==> src/rtl/up_ctrl_regs_if.sv <==
// Register-bus interface: one-cycle write/read request strobes with registered
// acknowledge pulses and registered read data.
interface up_ctrl_regs_if #(
  parameter int ADDRESS_WIDTH = 8
);
  logic                     up_wreq;
  logic [ADDRESS_WIDTH-1:0] up_waddr;
  logic [31:0]              up_wdata;
  logic                     up_wack;
  logic                     up_rreq;
  logic [ADDRESS_WIDTH-1:0] up_raddr;
  logic [31:0]              up_rdata;
  logic                     up_rack;

  modport master (
    output up_wreq, up_waddr, up_wdata, up_rreq, up_raddr,
    input  up_wack, up_rdata, up_rack
  );

  modport slave (
    input  up_wreq, up_waddr, up_wdata, up_rreq, up_raddr,
    output up_wack, up_rdata, up_rack
  );
endinterface

==> src/rtl/up_ctrl_regs.sv <==
// Control/status register block: version, scratch, control, W1C event status
// with maskable level interrupt, and a free-running cycle counter.
module up_ctrl_regs #(
  parameter int          ADDRESS_WIDTH = 8,
  parameter logic [31:0] VERSION       = 32'h0001_0000
) (
  input  logic          up_clk,
  input  logic          up_rst,
  up_ctrl_regs_if.slave bus,
  input  logic [7:0]    evt_in,
  output logic          ctrl_enable,
  output logic          ctrl_soft_rst,
  output logic          irq
);
  localparam logic [ADDRESS_WIDTH-1:0] ADDR_VERSION  = ADDRESS_WIDTH'(0);
  localparam logic [ADDRESS_WIDTH-1:0] ADDR_SCRATCH  = ADDRESS_WIDTH'(1);
  localparam logic [ADDRESS_WIDTH-1:0] ADDR_CONTROL  = ADDRESS_WIDTH'(2);
  localparam logic [ADDRESS_WIDTH-1:0] ADDR_STATUS   = ADDRESS_WIDTH'(3);
  localparam logic [ADDRESS_WIDTH-1:0] ADDR_IRQ_MASK = ADDRESS_WIDTH'(4);
  localparam logic [ADDRESS_WIDTH-1:0] ADDR_COUNTER  = ADDRESS_WIDTH'(5);

  logic [31:0] scratch;
  logic [31:0] counter;
  logic [7:0]  status;
  logic [7:0]  irq_mask;
  logic [7:0]  status_clr;
  logic [31:0] read_mux;
  logic        wr_scratch;
  logic        wr_control;
  logic        wr_status;
  logic        wr_mask;
  logic        wr_counter;

  always_comb begin
    wr_scratch = bus.up_wreq && (bus.up_waddr == ADDR_SCRATCH);
    wr_control = bus.up_wreq && (bus.up_waddr == ADDR_CONTROL);
    wr_status  = bus.up_wreq && (bus.up_waddr == ADDR_STATUS);
    wr_mask    = bus.up_wreq && (bus.up_waddr == ADDR_IRQ_MASK);
    wr_counter = bus.up_wreq && (bus.up_waddr == ADDR_COUNTER);
    status_clr = wr_status ? bus.up_wdata[7:0] : 8'd0;
  end

  // NOTE: read_mux gets a default before the case so no path leaves it unassigned (which would infer a latch).
  always_comb begin
    read_mux = 32'd0;
    case (bus.up_raddr)
      ADDR_VERSION:  read_mux = VERSION;
      ADDR_SCRATCH:  read_mux = scratch;
      ADDR_CONTROL:  read_mux = {31'd0, ctrl_enable};
      ADDR_STATUS:   read_mux = {24'd0, status};
      ADDR_IRQ_MASK: read_mux = {24'd0, irq_mask};
      ADDR_COUNTER:  read_mux = counter;
      default:       read_mux = 32'd0;
    endcase
  end

  // Reads sample pre-write state, so a same-cycle read and write to one address
  // returns the old value while the write lands on the same edge.
  // NOTE: all state here uses non-blocking assignments so every register sees pre-edge values.
  always_ff @(posedge up_clk or posedge up_rst) begin
    if (up_rst) begin
      bus.up_wack   <= 1'b0;
      bus.up_rack   <= 1'b0;
      bus.up_rdata  <= 32'd0;
      scratch       <= 32'd0;
      ctrl_enable   <= 1'b0;
      ctrl_soft_rst <= 1'b0;
      status        <= 8'd0;
      irq_mask      <= 8'hFF;
      counter       <= 32'd0;
      irq           <= 1'b0;
    end else begin
      bus.up_wack   <= bus.up_wreq;
      bus.up_rack   <= bus.up_rreq;
      bus.up_rdata  <= bus.up_rreq ? read_mux : 32'd0;
      if (wr_scratch) scratch <= bus.up_wdata;
      if (wr_control) ctrl_enable <= bus.up_wdata[0];
      ctrl_soft_rst <= wr_control && bus.up_wdata[1];
      // Clear first, then OR in new events so a same-cycle event beats the W1C.
      status        <= (status & ~status_clr) | evt_in;
      if (wr_mask) irq_mask <= bus.up_wdata[7:0];
      if (wr_counter)       counter <= 32'd0;
      else if (ctrl_enable) counter <= counter + 32'd1;
      irq           <= |(status & ~irq_mask);
    end
  end
endmodule

==> src/flat_wrapper.sv <==
// flat-port wrapper written by rule: the top's interface ports become plain ports
module up_ctrl_regs_flat 
#(
  parameter int          ADDRESS_WIDTH = 8,
  parameter logic [31:0] VERSION       = 32'h0001_0000
)
  (up_clk, up_rst, evt_in, ctrl_enable, ctrl_soft_rst, irq, bus_up_wreq, bus_up_waddr, bus_up_wdata, bus_up_rreq, bus_up_raddr, bus_up_wack, bus_up_rdata, bus_up_rack);
  up_ctrl_regs_if #(.ADDRESS_WIDTH(ADDRESS_WIDTH)) bus_i ();
  input  logic up_clk;
  input  logic up_rst;
  input  logic [7:0] evt_in;
  output logic ctrl_enable;
  output logic ctrl_soft_rst;
  output logic irq;
  input wire logic [$bits(bus_i.up_wreq)-1:0] bus_up_wreq;
  input wire logic [$bits(bus_i.up_waddr)-1:0] bus_up_waddr;
  input wire logic [$bits(bus_i.up_wdata)-1:0] bus_up_wdata;
  input wire logic [$bits(bus_i.up_rreq)-1:0] bus_up_rreq;
  input wire logic [$bits(bus_i.up_raddr)-1:0] bus_up_raddr;
  output wire logic [$bits(bus_i.up_wack)-1:0] bus_up_wack;
  output wire logic [$bits(bus_i.up_rdata)-1:0] bus_up_rdata;
  output wire logic [$bits(bus_i.up_rack)-1:0] bus_up_rack;
  assign bus_i.up_wreq = bus_up_wreq;
  assign bus_i.up_waddr = bus_up_waddr;
  assign bus_i.up_wdata = bus_up_wdata;
  assign bus_i.up_rreq = bus_up_rreq;
  assign bus_i.up_raddr = bus_up_raddr;
  assign bus_up_wack = bus_i.up_wack;
  assign bus_up_rdata = bus_i.up_rdata;
  assign bus_up_rack = bus_i.up_rack;
  up_ctrl_regs #(.ADDRESS_WIDTH(ADDRESS_WIDTH), .VERSION(VERSION)) u_core (.up_clk(up_clk), .up_rst(up_rst), .bus(bus_i), .evt_in(evt_in), .ctrl_enable(ctrl_enable), .ctrl_soft_rst(ctrl_soft_rst), .irq(irq));
endmodule
==> config.mk <==
export PLATFORM = sky130hd
export DESIGN_NAME = up_ctrl_regs_flat
export DESIGN_NICKNAME = d
export VERILOG_FILES = /design/src/rtl/up_ctrl_regs_if.sv /design/src/rtl/up_ctrl_regs.sv /design/src/flat_wrapper.sv
export SDC_FILE = /design/constraint.sdc
export NUM_CORES = 1
export LEC_CHECK = 0
export BUFFER_PORTS_ARGS = -buffer_cell sky130_fd_sc_hd__buf_2
export CORE_MARGIN = 5
export CORE_UTILIZATION = 55
export CTS_CLUSTER_DIAMETER = 100
export CTS_CLUSTER_SIZE = 10
export DETAILED_ROUTE_END_ITERATION = 10
export PLACE_DENSITY = 0.79
export SYNTH_ARGS = -nofsm -noshare
export SYNTH_HDL_FRONTEND = slang
export SYNTH_SLANG_ARGS = --single-unit
==> constraint.sdc <==
create_clock -name up_clk -period 3.73 [get_ports up_clk]
set_input_delay 0.373 -clock up_clk [delete_from_list [all_inputs] [get_ports up_clk]]
set_output_delay 0.373 -clock up_clk [all_outputs]
set_load 0.02 [all_outputs]
# Word level (Yosys, flattened, before mapping)
# Cells that the tools add are included.
[classes] magnitude_cmp=0 n_eq_ne=10 shift=0 reduce_logical=9 div_mod_pow=0 mux=5 n_mul=0 n_addsub=1 bitwise=5
[ops] operator="32-bit case mux with 6 select lines" count=1
[ops] operator="32-bit 2-to-1 mux" count=3
[ops] operator="32-bit by 1-bit adder with 32-bit output, second input constant" count=1
[ops] operator="8-bit by 2-bit == test with 1-bit output, second input constant" count=4
[ops] operator="8-bit by 3-bit == test with 1-bit output, second input constant" count=4
[ops] operator="8-bit AND" count=2
[ops] operator="8-bit by 1-bit == test with 1-bit output, second input constant" count=2
[ops] operator="8-bit NOT" count=2
[ops] operator="8-bit logical NOT" count=1
[ops] operator="8-bit 2-to-1 mux" count=1
[ops] operator="8-bit bitwise OR" count=1
[ops] operator="8-bit OR reduction" count=1
[ops] operator="1-bit logical AND" count=6
[ops] operator="2-bit nonzero test" count=1
[totals] latchBits=0 romBits=0 mem_bits_rw=0 regBits=117 n_memories=0 output_inout_bits=37

# Longest topological paths before layout
# Gate-level depths: netlist of the first run.
[logic_depth] word_depth=6 ltp_mapped=7 ltp_nobuf=5

# Least setup slack after synthesis of the first run
# No wires, ideal clock.
[synth_path] kind="register to register" startpoint="register u_core.ctrl_enable" endpoint="register u_core.counter[25]" arrival_ps=1946 required_ps=3652 n_path_buf=3 stages_incl_launch_ff=8 setup_slack_ps=1706 setup_ps=78 path_cell_list="dfrtp_1 -> buf_2 -> and3_1 -> clkbuf_1 -> nand4_1 -> clkbuf_1 -> or4_1 -> a21oi_1"
[synth_between] elab_chain_len=1
[synth_lines] element="start: declaration" line_no="up_ctrl_regs.sv:11" rtl="output logic ctrl_enable,"
[synth_lines] element="start signal: assignment" line_no="up_ctrl_regs.sv:77" rtl="if (wr_control) ctrl_enable <= bus.up_wdata[0];"
[synth_lines] element="2-bit nonzero test (no source line)"
[synth_lines] element="end signal: assignment" line_no="up_ctrl_regs.sv:83" rtl="else if (ctrl_enable) counter <= counter + 32'd1;"
[synth_lines] element="end: declaration" line_no="up_ctrl_regs.sv:23" rtl="logic [31:0] counter;"
# No other way between the ends.
# A chain may end at the register's enable or synchronous reset.

# Final worst setup path of the first run
[layout_path] startpoint="register u_core.counter[0]" endpoint="register u_core.counter[22]"
[layout_between] elab_chain_len=3
[layout_lines] element="32-bit by 1-bit adder with 32-bit output" line_no="up_ctrl_regs.sv:83"
[layout_lines] element="32-bit 2-to-1 mux" line_no="up_ctrl_regs.sv:83"
[layout_lines] element="32-bit 2-to-1 mux" line_no="up_ctrl_regs.sv:82" rtl="if (wr_counter) counter <= 32'd0;"
# No other way between the ends. The select of a mux whose other input is x is not followed.

==> metrics.yaml, run 1 <==
numPlacedInstances: 662
synthArstFlopShare: 1.00
critPathRequiredTime_ns: 4.15
grt_use_total: 0.227
core_sq_um: 9240
rsz0062_at_grt: "false"
synthFlopType: "dfrtp_1"
io_buffer_count: 96
dr_wl_met2_um: 5970
yosys_warnings: 0
cp_slowest_cell: "or4_1"
vias_per_cell: 5.91
period_minus_slack_ns: 2.36
period_share: 0.632
path_depth: 5
routed.top_layer: "met4"
hp-class: "in -> async"
critPathTopFamily: "simple AND/OR/NAND/NOR gates"
netlist_instances: 458
die_width_um: 108
syn_area_per_cell_sq_um: 11.4
hpwlAfterDp_um: 8110
worstPathArrival_ns: 2.78
hold_viol: 0
cts_tree: "built"
clkLatencyLatePin_ns: 0.52
cts_made_buffers: 17
die_h_um: 108
layoutNonFillerInstCount: 696
finalSetupViolations: 0
tns_ns: 0
cts_max_level: 4
worst-setup-path-type: "reg -> reg"
maxCapViolCount: 0
syn_to_final_growth_pct: 22.6
worst_pin_slew_ns: 1.14
clk_pin_slew_worst_paths_ns: 0.06
drive_gt1_frac: 0.356
startpoint_type: "register"
dr_wl_met3_um: 697
status: "complete, no violations"
path_cells: "ha_1 > and3_1 > nand4_1 > or4_1 > a21oi_1"
slew_headroom: 0.241
cts.path.max_buffers: 2
yosysUniqueCellTypes: 44
grt_pass1_wl_um: 20500
cp_num_buf_inv: 0
power_mw: 3.74
synth_nets: 519
synth_edf_count: 0
wirelength_um: 12400
gp_congestion: 0.877
nNetsFinal: 615
post_cts.repair.setup_buffers: 0
io_pins: 97
drt_iter0_markers: 273
fin_worst_skew_ns: 0.00807
cts.sinks: 117
grt_max_degree: 69
grt_pass1_vias: 4089
yosysSeqAreaShare: 0.561
start_util: 0.567
gr-total-overflow: 0
leakage_nw: 2.93
ir_worst_vdd_uv: 286
num_vias: 4111
wl_met1_um: 5600
dieArea_sq_um: 11600
drc: 0
fmax_mhz: 424
max_stage_delay_ns: 0.67
powerDensity_nw_per_um2: 583
rows: 35
drtAntennaViolNets: 0
n_antenna_cell: 0
netlist_area_sq_um: 5240
ys_seq_elements: 117
slew_violations: 0
dr.pass1.iters: 6
root_buffer: "clkbuf_8"
antenna_found_initial: 0
drt-wirelength-per-cell_um: 17.8
reg2regPathDepth: 5
cp_max_fo: 17
worst_setup_path_end_kind: "register"
==> layer usage <==
metal / up-vias / track usage
met1: 2084 / 0.313
li1: 1888 / -
met4: 0 / 0.0676
met3: 15 / 0.0528
met5: - / 0
met2: 124 / 0.360
==> sequential cells by signal, indices dropped and copies added, names as in the netlist <==
| register | cells |
|---|---|
| u_core.bus.up_wack | 1 |
| u_core.ctrl_enable | 1 |
| u_core.irq | 1 |
| u_core.bus.up_rack | 1 |
| u_core.status | 8 |
| u_core.ctrl_soft_rst | 1 |
| u_core.bus.up_rdata | 32 |
| u_core.irq_mask | 8 |
| u_core.counter | 32 |
| u_core.scratch | 32 |
==> report_power, final <==
group | leakage, nW | internal (mW) | switching, mW
logic | 1.23 | 0.253 | 0.326
registers | 1.42 | 1.42 | 0.220
clock network | 0.274 | 0.901 | 0.629
total | 2.93 | 2.57 | 1.17
==> logic make-up (layout without fill, tap and decap cells) <==
family                   after synthesis  in the layout  share of synthesized area
flip-flops                           117            117                      0.561
adder cells (fa/ha/maj)                1              1                    0.00239
XOR/XNOR                              12             12                     0.0201
buffers and inverters                 40            149                     0.0296
AND/OR/NAND/NOR                      147            147                      0.158
AO/OA/AOI/OAI                         89             89                      0.118
multiplexers                          52             52                      0.111
==> cell usage in the layout, fill, tap and decap left out, types with 3 or more instances in the layout <==
master / n
a21o_1: 8
a21oi_1: 18
a22o_1: 5
a22oi_1: 31
a32o_1: 3
and2_1: 5
and3_1: 4
and4_1: 4
buf_2: 96
buf_4: 6
clkbuf_16: 16
clkinv_4: 3
dfrtp_1: 109
dfstp_2: 8
inv_1: 12
inv_6: 5
mux2_2: 50
nand2_1: 20
nand3_1: 10
nand4_1: 16
nor2_1: 44
o21ai_0: 6
o22ai_1: 4
o31ai_1: 13
or3_1: 5
or4_1: 16
xor2_1: 11
==> cell type report <==
type                       instances  area [sq um]
multi-input combinational        301          2160
clock inverter                    15           148
tap                              129           161
timing repair buffer             104           546
inverter                          13          51.3
sequential                       117          2940
fill                             674          2820
clock buffer                      17           414
==> metrics by stage <==
stage / hold WS (ns) / util / setup slack (ns) / area (sq um)
after floorplan: 0.404 / - / 0.269 / 5240
after global placement: 0.487 / 0.632 / 1.45 / 5840
after detailed placement: 0.495 / 0.632 / 1.36 / 5840
after CTS: 0.0153 / 0.695 / 1.37 / 6420
after global routing: 0.0292 / 0.695 / 1.17 / 6420
final: 0.0262 / 0.695 / 1.37 / 6420
==> cells in the mapped netlist, types with 6 or more instances <==
cell type	number	area share
dfstp_2	8	0.040
o21ai_0	6	0.0057
nor2_1	44	0.032
clkbuf_1	21	0.015
or4_1	16	0.023
xor2_1	11	0.018
inv_1	13	0.0093
nand3_1	10	0.0096
o31ai_1	13	0.019
mux2_2	50	0.11
a22oi_1	31	0.044
nand4_1	16	0.019
nand2_1	20	0.014
a21o_1	8	0.011
a21oi_1	18	0.017
dfrtp_1	109	0.52
==> worst paths after layout <==
check | start | endpoint | slack (ns)
min in group up_clk | evt_in[1] | u_core.status[1]$_DFF_PP0_ | 0.03
setup / recovery | u_core.counter[0]$_DFFE_PP0P_ | u_core.counter[22]$_DFFE_PP0P_ | 1.37
hold reg to reg | u_core.scratch[13]$_DFFE_PP0P_ | u_core.scratch[13]$_DFFE_PP0P_ | 0.51
hold / removal | up_rst | u_core.bus.up_rdata[1]$_DFF_PP0_ | 0.03
setup reg to reg | u_core.counter[0]$_DFFE_PP0P_ | u_core.counter[22]$_DFFE_PP0P_ | 1.37
max in group asynchronous | up_rst | u_core.irq_mask[0]$_DFFE_PP1P_ | 2.82
==> what timing repair did <==
action / 4_1_cts / 5_1_grt
hold buffers: 2 / 0
resized for setup: 0 / 0
endpoints found under the hold margin: 2 / 0
==> worst reg2reg max path, stage by stage, from the launching register on <==
cell and delay (ns):
dfrtp_1 0.41, ha_1 0.24, and3_1 0.25, nand4_1 0.52, or4_1 0.67, a21oi_1 0.18
(Power assumes the default switching activity.)
==> run 2, diff against run 1 <==
CORE_UTILIZATION = 50   (was 55)
PLACE_DENSITY = 0.76   (was 0.79)
clock period = 1.99 ns   (was 3.73 ns; I/O delays follow)
==> run 2 against run 1 <==
Clock power up 71%. Total power up 90%. Sequential share of layout area down 4.0 points. Design area up 9.7%. Clock skew down 0.0016 ns. Critical endpoint is now u_core.counter[26]$_DFFE_PP0P_. Register-to-register slack worse by 1.3 ns.
==> metrics.yaml, run 2 (synthesis results as in run 1) <==
n_antenna_cell: 0  # unchanged
gr-total-overflow: 0  # unchanged
worst-setup-path-type: "reg -> reg"  # unchanged
leakage_nw: 3.21  # was 2.93 nW
cts_made_buffers: 17  # unchanged
wirelength_um: 12800  # was 12400 um
die_width_um: 112  # was 108 um
worst_setup_path_end_kind: "register"  # unchanged
rrSetupSlack_ns: 0.07  # was 1.37 ns
fmax_mhz: 520  # was 424 MHz
cp_slowest_cell: "or4_1"  # unchanged
cts.path.max_buffers: 2  # unchanged
final_area_sq_um: 7040  # was 6420 sq um
drive_gt1_frac: 0.352  # was 0.356
hold_end: "u_core.ctrl_soft_rst$_DFF_PP0_"
vias_per_cell: 5.58  # was 5.91
grt_max_degree: 118  # was 69
reg_top3: "u_core.bus.up_rdata: 32 flops, u_core.counter: 32 flops, u_core.scratch: 32 flops"  # unchanged
fin_util: 0.685  # was 0.695
drt_iter0_markers: 349  # was 273
cts_max_level: 4  # unchanged
final_cell_mix: "108 x dfrtp_1, 96 x buf_2, 50 x mux2_2, 44 x nor2_1, 43 x dlygate4sd3_1"  # was 109 x dfrtp_1, 96 x buf_2, 50 x mux2_2, 44 x nor2_1, 31 x a22oi_1
hold_viol: 0  # unchanged
reg2regPathDepth: 6  # was 5
dieArea_sq_um: 12600  # was 11600 sq um
period_minus_slack_ns: 1.92  # was 2.36 ns
multi_input_area_sq_um: 2180  # was 2160 sq um
nNetsFinal: 684  # was 615
drt-wirelength-per-cell_um: 16.6  # was 17.8 um
clkLatencyLatePin_ns: 0.51  # was 0.52 ns
r2r-start: "u_core.counter[0]$_DFFE_PP0P_"  # unchanged
post_cts.repair.setup_buffers: 0  # unchanged
fin_worst_skew_ns: 0.00650  # was 0.00807 ns
cp_max_fo: 17  # unchanged
maxCapViolCount: 0  # unchanged
num_vias: 4307  # was 4111
grt_use_total: 0.218  # was 0.227
grt_pass1_vias: 4459  # was 4089
io_buffer_count: 96  # unchanged
root_buffer: "clkbuf_8"  # unchanged
io_pins: 97  # unchanged
die_h_um: 112  # was 108 um
ir_worst_vdd_uv: 669  # was 286 uV
hpwlAfterDp_um: 8460  # was 8110 um
r2r_end: "u_core.counter[26]$_DFFE_PP0P_"  # was u_core.counter[22]$_DFFE_PP0P_
max_stage_delay_ns: 0.52  # was 0.67 ns
clk_pin_slew_worst_paths_ns: 0.06  # about the same
fill_cells: 749  # was 674
worstHoldPathCells: 3
drtAntennaViolNets: 0  # unchanged
dr.pass1.iters: 5  # was 6
hp-class: "in -> reg"  # was in -> async
grt_pass1_wl_um: 22100  # was 20500 um
rows: 37  # was 35
slew_headroom: 0.573  # was 0.241
core_sq_um: 10300  # was 9240 sq um
worst_pin_slew_ns: 0.640  # was 1.14 ns
status: "complete, no violations"  # unchanged
startpoint_type: "register"  # unchanged
finalSetupViolations: 0  # unchanged
gp_congestion: 0.899  # was 0.877
worstPathArrival_ns: 2.36  # was 2.78 ns
start_util: 0.509  # was 0.567
final_common_cell: "dfrtp_1"  # unchanged
area.sequential_sq_um: 2940  # about the same
antenna_found_initial: 0  # unchanged
dpl_cell_area_sq_um: 6080  # was 5840 sq um
critPathRequiredTime_ns: 2.42  # was 4.15 ns
powerDensity_nw_per_um2: 1010  # was 583 nW/um^2
hp-start: "bus_up_waddr[0]"
cts.sinks: 117  # unchanged
drc: 0  # unchanged
path_cells: "ha_2 > and3_4 > nand4_1 > buf_4 > or4_1 > a21oi_1"  # was ha_1 > and3_1 > nand4_1 > or4_1 > a21oi_1
syn_to_final_growth_pct: 34.5  # was 22.6%
cts_tree: "built"  # unchanged
period_share: 0.967  # was 0.632
whs_ns: 0.0667  # was 0.0262 ns
slew_violations: 0  # unchanged
-- run 2: cell count changes in the layout (fill, tap and decap cells not counted), moves of 3 or more --
cell           change
dlygate4sd3_1     +41
buf_4             +26
clkbuf_1          +11
inv_6              -5
clkbuf_8           +4
clkinv_4           -3
-- run 2: repair_timing --
action,CTS,global route
hold buffers,43,0
endpoints found under the setup margin,3,4
gates resized for setup,1,4
hold endpoints to repair,161,0
pin swaps,0,0
-- run 2: report_power, final --
group | switching (mW) | total [mW] | leakage (nW) | internal, mW
clock network | 0.944 | 2.61 | 0.246 | 1.66
logic | 0.822 | 1.56 | 1.54 | 0.743
registers | 0.279 | 2.94 | 1.42 | 2.66
-- run 2: worst max-delay path by stage --
stage | start | slack, ns | end | depth (start not counted)
finish | u_core.counter[0]$_DFFE_PP0P_ | 0.07 | u_core.counter[26]$_DFFE_PP0P_ | 6
global route | u_core.counter[0]$_DFFE_PP0P_ | -0.007 | u_core.counter[20]$_DFFE_PP0P_ | 6
CTS | u_core.counter[0]$_DFFE_PP0P_ | 0.06 | u_core.counter[26]$_DFFE_PP0P_ | 6
detailed placement | u_core.counter[9]$_DFFE_PP0P_ | 0.008 | u_core.counter[25]$_DFFE_PP0P_ | 4
global placement | u_core.counter[9]$_DFFE_PP0P_ | 0.07 | u_core.counter[29]$_DFFE_PP0P_ | 4
floorplan | u_core.ctrl_enable$_DFFE_PP0N_ | 0.02 | u_core.counter[25]$_DFFE_PP0P_ | 7
-- run 2: through the flow --
stage          setup slack [ns]  std cells  power (mW)  TNS (ns)
6_report                 0.0660        772        7.11         0
5_1_grt                -0.00710        772        7.49  -0.00710
4_1_cts                  0.0587        772        7.13         0
3_5_place_dp            0.00808        697        4.42         0
3_3_place_gp             0.0744        697        4.33         0
2_1_floorplan            0.0234        458        3.79         0
-- run 2: critical path: cells and delay by family, from the launching register on --
kind | cells | cell delay [ns]
AOI/OAI and AO/OA | 1 | 0.16
buffers and inverters | 1 | 0.21
and+or+nand+nor | 3 | 0.82
adders and majority gates | 1 | 0.23
DFF | 1 | 0.41
-- run 2: cell type report --
class                           instances  share of cell area
Clock buffer                           32              0.0725
Inverter                               13             0.00747
Multi-Input combinational cell        301               0.309
Sequential cell                       117               0.418
Tap cell                              136              0.0242
Timing Repair Buffer                  173               0.169
-- run 2: layer usage --
| metal | up-vias | track usage | share of wire |
|---|---|---|---|
| li1 | 2017 | - | - |
| met1 | 2139 | 0.283 | 0.43 |
| met2 | 138 | 0.347 | 0.50 |
| met3 | 13 | 0.0674 | 0.066 |
| met4 | 0 | 0.0761 | 0.0096 |
| met5 | - | 0 | 0 |
==> run 3, diff against run 2 <==
CELL_PAD_IN_SITES_DETAIL_PLACEMENT = 1   (was unset)
CELL_PAD_IN_SITES_GLOBAL_PLACEMENT = 2   (was unset)
CORE_UTILIZATION = 33   (was 50)
PLACE_DENSITY = unset   (was 0.76)
PLACE_DENSITY_LB_ADDON = 0.1   (was unset)
==> run 3 against run 2 <==
The run now ends with negative hold slack left. Final cell count is 7.1% higher. Clock skew hardly changed. Flip-flop and latch count stayed put. Critical path type unchanged. Largest cell class unchanged. Highest routed layer unchanged.
==> metrics.yaml, run 3 (synthesis results as in run 1) <==
io_pins: 97  # unchanged
hold_viol: 45  # was 0
period_minus_slack_ns: 1.87  # was 1.92 ns
numPlacedInstances: 781  # was 697
drc: 0  # unchanged
worst_setup_path_end_kind: "register"  # unchanged
fin_util: 0.445  # was 0.685
grt_util_met3: 0.0470  # was 0.0674
cts_made_buffers: 17  # unchanged
worst-setup-path-type: "reg -> reg"  # unchanged
num_vias: 4196  # was 4307
grt_pass1_wl_um: 23300  # was 22100 um
reg2regPathDepth: 4  # was 6
grt_use_total: 0.163  # was 0.218
vias_per_cell: 5.07  # was 5.58
clkLatencyLatePin_ns: 0.41  # was 0.51 ns
top_usage_layer: "met2"  # unchanged
startpoint_type: "register"  # unchanged
critPathRequiredTime_ns: 2.33  # was 2.42 ns
crit_start: "u_core.counter[18]$_DFFE_PP0P_"  # was u_core.counter[0]$_DFFE_PP0P_
power_mw: 7.60  # was 7.11 mW
dieArea_sq_um: 18500  # was 12600 sq um
nNetsFinal: 659  # was 684
rrSetupSlack_ns: 0.12  # was 0.07 ns
status: "finished, violations left"  # was complete, no violations
slew_violations: 0  # unchanged
met2_usage: 0.276  # was 0.347
wirelength_um: 14200  # was 12800 um
slew_headroom: 0.554  # was 0.573
grt_pass1_vias: 4492  # was 4459
r2r_end: "u_core.counter[25]$_DFFE_PP0P_"  # was u_core.counter[26]$_DFFE_PP0P_
whs_ns: -0.0526  # was 0.0667 ns
final_common_cell: "dfrtp_1"  # unchanged
cts.sinks: 117  # unchanged
cts.path.max_buffers: 2  # unchanged
hpwlAfterDp_um: 9860  # was 8460 um
timing.final.ws_setup_ns: 0.122  # was 0.0660 ns
leakage_nw: 3.16  # was 3.21 nW
io_buffer_count: 96  # unchanged
cts_tree: "built"  # unchanged
fmax_mhz: 535  # was 520 MHz
start_util: 0.333  # was 0.509
drive_gt1_frac: 0.391  # was 0.352
die_width_um: 136  # was 112 um
die_h_um: 136  # was 112 um
final_cell_mix: "109 x dfrtp_1, 96 x buf_2, 50 x mux2_2, 44 x nor2_1, 35 x buf_4"  # was 108 x dfrtp_1, 96 x buf_2, 50 x mux2_2, 44 x nor2_1, 43 x dlygate4sd3_1
gr-total-overflow: 0  # unchanged
r2r-start: "u_core.counter[18]$_DFFE_PP0P_"  # was u_core.counter[0]$_DFFE_PP0P_
gp_congestion: 0.783  # was 0.899
powerDensity_nw_per_um2: 1090  # was 1010 nW/um^2
dr.pass1.iters: 4  # was 5
grt_max_degree: 118  # unchanged
cts_max_level: 4  # unchanged
core_sq_um: 15700  # was 10300 sq um
worstPathArrival_ns: 2.21  # was 2.36 ns
clk_pin_slew_worst_paths_ns: 0.05  # was 0.06 ns
fin_worst_skew_ns: 0.00663  # was 0.00650 ns
finalSetupViolations: 0  # unchanged
drtAntennaViolNets: 0  # unchanged
drt-wirelength-per-cell_um: 17.1  # was 16.6 um
cp_max_fo: 9  # was 17
root_buffer: "clkbuf_16"  # was clkbuf_8
n_antenna_cell: 0  # unchanged
ir_worst_vdd_uv: 679  # was 669 uV
rows: 46  # was 37
reg_top3: "u_core.bus.up_rdata: 32 flops, u_core.counter: 32 flops, u_core.scratch: 32 flops"  # unchanged
hp-class: "in -> async"  # was in -> reg
period_share: 0.939  # was 0.967
met1_usage: 0.201  # was 0.283
worst_pin_slew_ns: 0.668  # was 0.640 ns
pre_cts_ws_ns: -0.00821  # was 0.00808 ns
layoutNonFillerInstCount: 827  # was 772
antenna_found_initial: 0  # unchanged
drt_iter0_markers: 139  # was 349
violations: "negative hold slack"
syn_to_final_growth_pct: 33.6  # was 34.5%
maxCapViolCount: 0  # unchanged
run 3: where the power goes:
part	total (mW)	internal (mW)	leakage [nW]	switching (mW)
clock	3.05	1.99	0.284	1.07
combinational	1.63	0.754	1.45	0.879
sequential	2.92	2.66	1.42	0.260
total	7.60	5.40	3.16	2.20
run 3: what timing repair did:
item	in CTS	in global routing
endpoints found under the hold margin	12	0
setup buffers	0	2
endpoints found under the setup margin	4	11
gates cloned	0	0
resized for setup	2	7
pin swaps	0	1
hold buffers	12	0
run 3: layout make-up:
cell class                      instances  area [sq um]
Clock buffer                           22           454
Clock inverter                         10           130
Fill cell                            1711          8720
Inverter                               13          52.6
Multi-Input combinational cell        301          2190
Sequential cell                       117          2940
Tap cell                              216           270
Timing Repair Buffer                  148           955
run 3: layer usage:
layer  up-vias  part of all wire
met5         -                 0
met4         0             0.011
met3        17             0.044
met2        78              0.51
met1      2125              0.44
li1       1976                 -
run 3: critical path, cell delays in order, from the launching register on:
cell	delay [ns]
dfrtp_1	0.37
nand4_1	0.18
or4_4	0.58
or4_1	0.52
a21oi_2	0.15
run 3: worst max path at each step:
stage                     slack [ns]                             end  cells after the start
after floorplan                 0.02  u_core.counter[25]$_DFFE_PP0P_                      7
after global placement          0.04  u_core.counter[30]$_DFFE_PP0P_                      7
after detailed placement      -0.008  u_core.counter[31]$_DFFE_PP0P_                      4
after CTS                       0.05  u_core.counter[30]$_DFFE_PP0P_                      7
after global routing           -0.01  u_core.counter[25]$_DFFE_PP0P_                      4
final                           0.12  u_core.counter[25]$_DFFE_PP0P_                      4
run 3: through the flow:
step | area (sq um) | TNS (ns)
6_report | 6990 | 0
5_1_grt | 6990 | -0.0129
4_1_cts | 6950 | 0
3_5_place_dp | 6240 | -0.00821
3_3_place_gp | 6240 | 0
2_1_floorplan | 5240 | 0
